**src/rtl/vga_pkg.sv**
```systemverilog
// rtl/vga_pkg.sv - shared 640x480@60 timing constants, capture state enum, counter helper
package vga_pkg;

    localparam int H_TOTAL      = 800;
    localparam int H_SYNC_END   = 96;
    localparam int H_SHOW_START = 144;
    localparam int V_TOTAL      = 525;
    localparam int V_SYNC_END   = 2;
    localparam int V_SHOW_START = 35;

    typedef enum logic [1:0] {
        ST_SEARCH = 2'd0,
        ST_CHECK  = 2'd1,
        ST_LOCKED = 2'd2
    } state_e;

    // Position counters stick at their maximum instead of wrapping, so a
    // missing sync pulse can never alias back onto a legal position.
    function automatic logic [9:0] sat_inc(input logic [9:0] v);
        return (v == 10'h3FF) ? v : v + 10'd1;
    endfunction

endpackage

```
**src/rtl/vga_timing_tracker.sv**
```systemverilog
// rtl/vga_timing_tracker.sv - sync edge detection, pixel/line position recovery and timing checks
module vga_timing_tracker #(
    parameter int H_TOTAL    = vga_pkg::H_TOTAL,
    parameter int H_SYNC_END = vga_pkg::H_SYNC_END,
    parameter int V_TOTAL    = vga_pkg::V_TOTAL,
    parameter int V_SYNC_END = vga_pkg::V_SYNC_END
) (
    input  logic       clk,
    input  logic       rst,
    input  logic       h_sync,
    input  logic       v_sync,
    output logic [9:0] h_idx,
    output logic [9:0] v_idx,
    output logic       frame_start,
    output logic       violation
);
    import vga_pkg::*;

    localparam logic [9:0] H_TOTAL_C    = 10'(H_TOTAL);
    localparam logic [9:0] H_SYNC_C     = 10'(H_SYNC_END);
    localparam logic [9:0] V_LAST_C     = 10'(V_TOTAL - 1);
    localparam logic [9:0] V_SYNC_C     = 10'(V_SYNC_END);

    logic       hs_q, hs_d;
    logic       vs_line_q, vs_line_d;
    logic       vs_wait_q, vs_wait_d;
    logic [9:0] h_pos_q, h_pos_d;
    logic [9:0] v_idx_q, v_idx_d;
    logic       line_start;
    logic       hs_rise;

    // Recover the current position and flag any sync edge that lands off its nominal index.
    always_comb begin
        line_start  = !h_sync && hs_q;
        hs_rise     = h_sync && !hs_q;
        frame_start = line_start && !v_sync && vs_line_q;
        h_idx       = line_start ? 10'd0 : h_pos_q;
        h_pos_d     = line_start ? 10'd1 : sat_inc(h_pos_q);
        hs_d        = h_sync;
        v_idx_d     = v_idx_q;
        vs_line_d   = vs_line_q;
        vs_wait_d   = vs_wait_q;
        violation   = 1'b0;
        if (line_start) begin
            v_idx_d   = frame_start ? 10'd0 : sat_inc(v_idx_q);
            vs_line_d = v_sync;
            if (h_pos_q != H_TOTAL_C) begin
                violation = 1'b1;
            end
            if (frame_start) begin
                // Arm the vsync-width check for the first line that sees vsync released.
                vs_wait_d = 1'b1;
                if (v_idx_q != V_LAST_C) begin
                    violation = 1'b1;
                end
            end else if (v_sync && vs_wait_q) begin
                vs_wait_d = 1'b0;
                if (v_idx_d != V_SYNC_C) begin
                    violation = 1'b1;
                end
            end
        end
        if (hs_rise && (h_idx != H_SYNC_C)) begin
            violation = 1'b1;
        end
        v_idx = line_start ? v_idx_d : v_idx_q;
    end

    // Sync history and position counters; syncs idle high after reset.
    always_ff @(posedge clk) begin
        if (rst) begin
            hs_q      <= 1'b1;
            vs_line_q <= 1'b1;
            vs_wait_q <= 1'b0;
            h_pos_q   <= 10'd0;
            v_idx_q   <= 10'd0;
        end else begin
            hs_q      <= hs_d;
            vs_line_q <= vs_line_d;
            vs_wait_q <= vs_wait_d;
            h_pos_q   <= h_pos_d;
            v_idx_q   <= v_idx_d;
        end
    end

endmodule

```
**src/rtl/vga_capture.sv**
```systemverilog
// rtl/vga_capture.sv - VGA stream capture: lock FSM and windowed frame-buffer writer
module vga_capture #(
    parameter int H_TOTAL      = vga_pkg::H_TOTAL,
    parameter int H_SYNC_END   = vga_pkg::H_SYNC_END,
    parameter int H_SHOW_START = vga_pkg::H_SHOW_START,
    parameter int V_TOTAL      = vga_pkg::V_TOTAL,
    parameter int V_SYNC_END   = vga_pkg::V_SYNC_END,
    parameter int V_SHOW_START = vga_pkg::V_SHOW_START,
    parameter int WIN_W        = 300,
    parameter int WIN_H        = 200,
    parameter int LOCK_FRAMES  = 2
) (
    input  logic        clk,
    input  logic        rst,
    input  logic        h_sync,
    input  logic        v_sync,
    input  logic [3:0]  r,
    input  logic [3:0]  g,
    input  logic [3:0]  b,
    output logic        wr_en,
    output logic [15:0] wr_addr,
    output logic [11:0] wr_data,
    output logic        locked,
    output logic        frame_start,
    output logic        err
);
    import vga_pkg::*;

    localparam logic [9:0]  H_SHOW_C = 10'(H_SHOW_START);
    localparam logic [9:0]  V_SHOW_C = 10'(V_SHOW_START);
    localparam logic [9:0]  WIN_W_X  = 10'(WIN_W);
    localparam logic [9:0]  WIN_H_Y  = 10'(WIN_H);
    localparam logic [15:0] WIN_W_C  = 16'(WIN_W);
    localparam logic [7:0]  LOCK_C   = 8'(LOCK_FRAMES);

    logic [9:0]  h_idx, v_idx;
    logic        fs_ev, viol_raw, viol, in_win;
    logic [9:0]  x, y;
    state_e      state_q, state_d;
    logic [7:0]  good_cnt_q, good_cnt_d;
    logic        wr_en_q, wr_en_d;
    logic [15:0] wr_addr_q, wr_addr_d;
    logic [11:0] wr_data_q, wr_data_d;
    logic        locked_q, locked_d;
    logic        frame_start_q, frame_start_d;
    logic        err_q, err_d;

    vga_timing_tracker #(
        .H_TOTAL    (H_TOTAL),
        .H_SYNC_END (H_SYNC_END),
        .V_TOTAL    (V_TOTAL),
        .V_SYNC_END (V_SYNC_END)
    ) u_tracker (
        .clk         (clk),
        .rst         (rst),
        .h_sync      (h_sync),
        .v_sync      (v_sync),
        .h_idx       (h_idx),
        .v_idx       (v_idx),
        .frame_start (fs_ev),
        .violation   (viol_raw)
    );

    // Lock state: search for a frame start, then demand LOCK_FRAMES clean frames.
    always_comb begin
        viol       = viol_raw && (state_q != ST_SEARCH);
        state_d    = state_q;
        good_cnt_d = good_cnt_q;
        case (state_q)
            ST_SEARCH: begin
                if (fs_ev) begin
                    state_d    = ST_CHECK;
                    good_cnt_d = 8'd0;
                end
            end
            ST_CHECK: begin
                if (viol) begin
                    state_d = ST_SEARCH;
                end else if (fs_ev) begin
                    good_cnt_d = good_cnt_q + 8'd1;
                    if (good_cnt_d == LOCK_C) begin
                        state_d = ST_LOCKED;
                    end
                end
            end
            ST_LOCKED: begin
                if (viol) begin
                    state_d = ST_SEARCH;
                end
            end
            default: state_d = ST_SEARCH;
        endcase
    end

    // Window compare and row-major address; a violating sample is never written.
    always_comb begin
        x             = h_idx - H_SHOW_C;
        y             = v_idx - V_SHOW_C;
        in_win        = (h_idx >= H_SHOW_C) && (x < WIN_W_X) &&
                        (v_idx >= V_SHOW_C) && (y < WIN_H_Y);
        wr_en_d       = (state_q == ST_LOCKED) && !viol && in_win;
        wr_addr_d     = wr_en_d ? (16'(y) * WIN_W_C) + 16'(x) : wr_addr_q;
        wr_data_d     = wr_en_d ? {r, g, b} : wr_data_q;
        locked_d      = (state_d == ST_LOCKED);
        frame_start_d = fs_ev;
        err_d         = viol;
    end

    // FSM state and every output are registered together.
    always_ff @(posedge clk) begin
        if (rst) begin
            state_q       <= ST_SEARCH;
            good_cnt_q    <= 8'd0;
            wr_en_q       <= 1'b0;
            wr_addr_q     <= 16'd0;
            wr_data_q     <= 12'd0;
            locked_q      <= 1'b0;
            frame_start_q <= 1'b0;
            err_q         <= 1'b0;
        end else begin
            state_q       <= state_d;
            good_cnt_q    <= good_cnt_d;
            wr_en_q       <= wr_en_d;
            wr_addr_q     <= wr_addr_d;
            wr_data_q     <= wr_data_d;
            locked_q      <= locked_d;
            frame_start_q <= frame_start_d;
            err_q         <= err_d;
        end
    end

    assign wr_en       = wr_en_q;
    assign wr_addr     = wr_addr_q;
    assign wr_data     = wr_data_q;
    assign locked      = locked_q;
    assign frame_start = frame_start_q;
    assign err         = err_q;

endmodule

```
**config.mk**
```make
export PLATFORM = sky130hd
export DESIGN_NAME = vga_capture
export DESIGN_NICKNAME = d
export VERILOG_FILES = /design/src/rtl/vga_pkg.sv /design/src/rtl/vga_timing_tracker.sv /design/src/rtl/vga_capture.sv
export SDC_FILE = /design/constraint.sdc
export NUM_CORES = 1
export LEC_CHECK = 0
export CORE_ASPECT_RATIO = 1.75
export CORE_MARGIN = 10
export CORE_UTILIZATION = 55
export DETAILED_ROUTE_END_ITERATION = 10
export GPL_TIMING_DRIVEN = 0
export PLACE_DENSITY = 0.89
export SLEW_MARGIN = 30
export SYNTH_ARGS = -nofsm -noshare
export SYNTH_HDL_FRONTEND = slang
export SYNTH_HIERARCHICAL = 1
export SYNTH_SLANG_ARGS = --single-unit
```
**constraint.sdc**
```tcl
create_clock -name clk -period 8.9 [get_ports clk]
set_clock_uncertainty 0.05 [all_clocks]
set_input_delay 1.78 -clock clk [delete_from_list [all_inputs] [get_ports clk]]
set_output_delay 1.78 -clock clk [all_outputs]
set_load 0.03 [all_outputs]
```
==> results of run 1 <==
-- worst paths after layout --
path,endpoint,depth (start not counted),startpoint,slack [ns]
min,wr_addr[12],2,wr_addr[12],0.43
max,wr_addr[15],28,h_sync,0.35
min reg2reg,wr_addr[12],2,wr_addr[12],0.43
max reg2reg,wr_addr[15],25,u_tracker/v_idx_q[6],1.85
-- cells in the final DEF, fill, tap and decap left out, drive strengths merged, types with 10 or more instances in the layout --
| cell | Yosys | routed |
|---|---|---|
| nand2b | 15 | 15 |
| nand4 | 10 | 10 |
| inv | 44 | 44 |
| fa | 11 | 11 |
| clkdlybuf4s50 | 0 | 47 |
| a21oi | 37 | 37 |
| clkbuf | 14 | 27 |
| o21ai | 19 | 19 |
| nand2 | 23 | 23 |
| mux2i | 22 | 22 |
| xnor2 | 24 | 24 |
| and2 | 13 | 13 |
| ha | 56 | 56 |
| nor3 | 18 | 18 |
| nor2 | 65 | 65 |
| buf | 15 | 15 |
| a31oi | 10 | 10 |
| dfxtp | 65 | 65 |
| nor2b | 21 | 21 |
| nand3 | 19 | 19 |
| xor2 | 23 | 23 |
-- repair_timing --
| item | 4_1_cts | 5_1_grt |
|---|---|---|
| buffers inserted | 0 | 2 |
| resized for setup | 3 | 9 |
| setup endpoints to repair | 2 | 4 |
| pin swaps | 0 | 1 |
-- per-layer routing --
layer / up-vias / track usage, % / routed length, um
li1: 2336 / - / -
met1: 2303 / 19.05 / 5157
met2: 148 / 36.90 / 7485
met3: 49 / 3.838 / 594
met4: 0 / 9.618 / 492
met5: - / 0 / 0
-- logic make-up (layout without fill, tap and decap cells) --
family | after synthesis | after routing | share of synthesized area, %
adder cells (fa/ha/maj) | 67 | 67 | 17.30
AND/OR/NAND/NOR | 222 | 222 | 22.51
multiplexers | 23 | 23 | 4.348
buffers and inverters | 73 | 138 | 6.181
XOR/XNOR | 47 | 47 | 8.155
AO/OA/AOI/OAI | 128 | 128 | 17.06
flip-flops | 65 | 65 | 24.44
-- through the flow --
step	cells	hold WS, ns	worst slack, ns	utilization (%)	instance area, um^2
CTS	810	0.4321	0.01896	66.68	6314
global placement	794	0.3988	-0.2890	62.81	5947
floorplan	625	0.3871	0.9777	-	5324
finish	812	0.4312	0.3534	67.36	6377
detailed placement	794	0.4186	-0.4063	62.81	5947
global route	812	0.4611	-0.003963	67.36	6377
-- worst max-delay path: stages --
cell	delay [ns]
clkdlybuf4s50_1	0.52
nor2b_1	0.16
clkbuf_4	0.21
nand3b_1	0.11
inv_1	0.09
clkbuf_4	0.23
nor2_1	0.11
a32o_2	0.34
ha_2	0.24
nor4_4	0.18
nand2b_1	0.21
nand2_1	0.11
xor2_2	0.16
inv_1	0.09
ha_1	0.30
ha_1	0.32
fa_1	0.53
inv_1	0.06
fa_1	0.54
inv_1	0.05
ha_1	0.28
or3_1	0.49
o22ai_1	0.16
a21oi_1	0.08
xnor2_1	0.18
or3_4	0.42
or4_1	0.54
a311oi_2	0.26
-- power breakdown --
part / internal [uW] / total (uW) / leakage (uW) / switching (uW)
Sequential: 294 / 298 / 0.000525 / 3.43
Combinational: 303 / 741 / 0.00185 / 439
Clock: 280 / 408 / 0.000166 / 128
Total: 877 / 1450 / 0.00254 / 570
-- registers in the layout, indices dropped and copies added (netlist names) --
name / cells
u_tracker/h_pos_q: 10
u_tracker/hs_q: 1
wr_en: 1
u_tracker/vs_line_q: 1
frame_start: 1
locked: 1
state_q: 2
u_tracker/v_idx_q: 10
wr_data: 12
err: 1
u_tracker/vs_wait_q: 1
good_cnt_q: 8
wr_addr: 16
-- area by class of cell --
| type | count | area, um^2 | share of cell area [%] |
|---|---|---|---|
| multi-input cells | 487 | 3759 | 58.94 |
| flip-flops and latches | 65 | 1301 | 20.40 |
| repair buffers | 49 | 485.5 | 7.612 |
| clock buffers | 11 | 242.7 | 3.806 |
| plain buffers | 29 | 168.9 | 2.649 |
| inverters | 44 | 165.2 | 2.590 |
| well taps | 122 | 152.6 | 2.394 |
| clock inverters | 5 | 102.6 | 1.609 |
==> results_dict.tcl, run 1 <==
set metrics [dict create \
    initial_core_util_pct 56.23 \
    yosys_warnings 6 \
    hp-class "reg -> reg" \
    fill_cells 731 \
    routedWlPerCell_um 16.91 \
    worst_pin_slew_ns 0.8247 \
    async_flop_share_pct 0 \
    vdd_drop_max_mv 0.2547 \
    dp_hpwl_um 10380 \
    path_max_fanout 13 \
    syn-num-nets 708 \
    htreeDepth 3 \
    synth-main-ff-cell "dfxtp_1" \
    synthToLayoutAreaGrowth_pct 19.79 \
    die_w_um 94.37 \
    drt_iter0_markers 278 \
    grt_max_degree 14 \
    fmax_mhz 117.0 \
    ys_seq_area_share_pct 24.44 \
    num_rows 47 \
    finalSetupViolCount 0 \
    clk_pin_slew_worst_paths_ns 0.05 \
    synth_area_leaders "dfxtp_1 (24%), ha_1 (13%), nor2_1 (4.6%)" \
    die_y_um 150.2 \
    antenna_found_initial 0 \
    port_buffers 47 \
    grt_pass1_vias 4923 \
    gr-total-overflow 0 \
    viasPerCell 5.956 \
    hold_viol_final 0 \
    drc 0 \
    postCtsHoldBufs 0 \
    gr-usage-all-layers_pct 19.44 \
    drive_gt1_share_pct 9.710 \
    clkLatencyLatePin_ns 0.34 \
    pin_count 48 \
    ant_nets 0 \
    slew_violations 0 \
    netlist_area_mm2 0.005324 \
    synth_commonest_cells "dfxtp_1 (65), nor2_1 (65), ha_1 (56), inv_1 (44), a21oi_1 (35)" \
    slew_headroom_pct 44.44 \
    clockBufferDepth 2 \
    p_total_uw 1447 \
    gp_congestion 0.8987 \
    grt_pass1_wl_um 22510 \
    ys_types 75 \
    outcome "finished clean" \
    core_mm2 0.009468 \
    drtPass1Iterations 5 \
    layout.nets 768 \
    crit_required_ns 9.10 \
    syn_inst 625 \
    yosys.area.top_type "dfxtp_1" \
    ctsRootBufferMaster "clkbuf_16" \
    synth-seq-cells 65 \
    cp.arrival_ns 8.75 \
    cts_buffers 9 \
    synth-edff-count 0 \
    worst_setup_path_start_kind "input pin" \
    maxCapViolCount 0 \
    fin_tns_setup_ns 0 \
    p_leak_uw 0.002542 \
    power_density_mw_per_mm2 226.9 \
    crit_type "in -> reg" \
    die_area_mm2 0.01417 \
    synth_top_area_share_pct 24.44 \
    endpoint_kind "flop" \
    routed_wl_um 13730 \
    cts_tree "built" \
    antenna_cells 0 \
    cts_sinks 65 \
    post-route-period-util_pct 96.03 \
    vias 4836 \
    fin_crit_ns 8.547 \
    synth.avg_cell_area_um2 8.518 \
]
No activity file was read; power rests on OpenSTA's default activity.
==> run 2, diff against run 1 <==
--- a/config.mk
+++ b/config.mk
@@ -9,8 +9,9 @@
 export CORE_MARGIN = 10
 export CORE_UTILIZATION = 55
 export DETAILED_ROUTE_END_ITERATION = 10
-export GPL_TIMING_DRIVEN = 0
 export PLACE_DENSITY = 0.89
+export REMOVE_ABC_BUFFERS = 1
+export SKIP_CTS_REPAIR_TIMING = 1
 export SLEW_MARGIN = 30
 export SYNTH_ARGS = -nofsm -noshare
 export SYNTH_HDL_FRONTEND = slang
==> results_dict.tcl, run 2 (synthesis gave the netlist of run 1 again) <==
set metrics [dict create \
    routed_wl_um 13090 \
    grt_pass1_vias 4773 \
    r2r_cells 23 \
    core_mm2 0.009468 \
    fin_tns_setup_ns 0 \
    cts_sinks 65 \
    num_rows 47 \
    gp_congestion 0.8740 \
    r2r_end "wr_addr[15]" \
    vdd_drop_max_mv 0.1762 \
    p_leak_uw 0.002441 \
    slew_headroom_pct 40.08 \
    grt_pass1_wl_um 21900 \
    worstSetupEndpoint "wr_addr[15]" \
    clk_pin_slew_worst_paths_ns 0.06 \
    clkLatencyLatePin_ns 0.34 \
    viasPerCell 5.901 \
    crit_type "in -> reg" \
    outcome "finished clean" \
    post-route-period-util_pct 94.61 \
    crit_required_ns 9.11 \
    seqCellArea_mm2 0.001301 \
    pin_count 48 \
    fill_cells 765 \
    place_ws_ns 0.2048 \
    dp_hpwl_um 9953 \
    synthToLayoutAreaGrowth_pct 15.65 \
    vias 4662 \
    port_buffers 47 \
    slew_violations 0 \
    initial_core_util_pct 56.23 \
    gr-usage-all-layers_pct 18.98 \
    ff2ff_setup_slack_ns 1.66 \
    path_max_fanout 9 \
    worst_setup_path_start_kind "input pin" \
    die_area_mm2 0.01417 \
    largest_register_ffs 16 \
    met1_length_um 4652 \
    wl_met2_um 7539 \
    maxCapViolCount 0 \
    cts_tree "built" \
    met3WireLength_um 423 \
    grt_max_degree 58 \
    layout.nets 746 \
    antenna_found_initial 0 \
    drtPass1Iterations 5 \
    cts_buffers 9 \
    worst_pin_slew_ns 0.8988 \
    hp-class "reg -> reg" \
    setup_ws_ns 0.4795 \
    gr-total-overflow 0 \
    cp.arrival_ns 8.63 \
    drive_gt1_share_pct 8.084 \
    drc 0 \
    clockBufferDepth 2 \
    multi_input_comb_area_mm2 0.003695 \
    routedWlPerCell_um 16.57 \
    crit_start "h_sync" \
    drt_iter0_markers 168 \
    fmax_mhz 118.8 \
    endpoint_kind "flop" \
    die_y_um 150.2 \
    fin_crit_ns 8.421 \
    ant_nets 0 \
    htreeDepth 3 \
    rsz0062_at_grt "false" \
    ctsRootBufferMaster "clkbuf_16" \
    die_w_um 94.37 \
    top_layer "met4" \
    finalSetupViolCount 0 \
    power_density_mw_per_mm2 225.3 \
    hold_viol_final 0 \
    antenna_cells 0 \
    rr_startpoint "u_tracker/v_idx_q[0]" \
    final_cell_mix "nor2_1 (65), dfxtp_1 (65), ha_1 (56)" \
]
-- run 2: changes by cell type in the layout (fill, tap and decap cells not counted), sizes merged --
cell           before  now
buf                15   10
inv                44   48
clkinvlp            1    2
clkinv              1    0
clkdlybuf4s50      47   46
bufinv              3    1
clkbuf             27    9
-- run 2: layout make-up --
type | count | area share [%]
Clock buffer | 9 | 3.658
Sequential cell | 65 | 21.13
Timing Repair Buffer | 56 | 8.657
Multi-Input combinational cell | 487 | 60.01
Tap cell | 122 | 2.479
Clock inverter | 7 | 1.382
Inverter | 44 | 2.682
-- run 2: worst min-delay path by stage --
stage	to	cells past startpoint	from	slack (ns)
floorplan	u_tracker/vs_line_q	2	u_tracker/vs_line_q	0.38
global placement	u_tracker/vs_line_q	2	u_tracker/vs_line_q	0.40
detailed placement	wr_addr[12]	2	wr_addr[12]	0.41
CTS	wr_addr[12]	2	wr_addr[12]	0.42
global route	wr_addr[12]	2	wr_addr[12]	0.46
finish	wr_addr[12]	2	wr_addr[12]	0.42
-- run 2: power by group --
group	internal, uW	leakage [uW]	total (uW)	switching (uW)
sequential	294	0.000525	297	3.56
combinational	296	0.00177	721	425
clock	222	0.000146	368	146
-- run 2: metal layers --
layer | vias to the layer above | global-route usage, %
li1 | 2298 | -
met1 | 2218 | 17.49
met2 | 105 | 37.03
met3 | 41 | 3.689
met4 | 0 | 10.08
met5 | - | 0
-- run 2: worst max-delay path: stages --
cell and delay, ns:
clkdlybuf4s50_1 0.51, nor2b_1 0.20, nand3b_1 0.17, inv_1 0.24, nor2_1 0.13, a32o_1 0.36
a2111o_1 0.55, xor2_1 0.48, ha_1 0.33, ha_1 0.28, ha_1 0.27, inv_1 0.05
fa_1 0.49, inv_1 0.04, ha_1 0.38, a21oi_1 0.27, o211a_4 0.23, xnor2_1 0.07
ha_1 0.34, o311a_1 0.18, o211ai_1 0.11, or3_4 0.36, or4_1 0.54, a311oi_2 0.26
-- run 2: stage by stage --
stage	std cells	hold WS [ns]	area, um^2	power (uW)	util (%)
floorplan	596	0.3796	5160	852.8	-
global placement	774	0.4046	5847	970.6	61.76
detailed placement	774	0.4082	5847	1002	61.76
CTS	790	0.4196	6157	1387	65.03
global route	790	0.4552	6157	1476	65.03
finish	790	0.4192	6157	1387	65.03
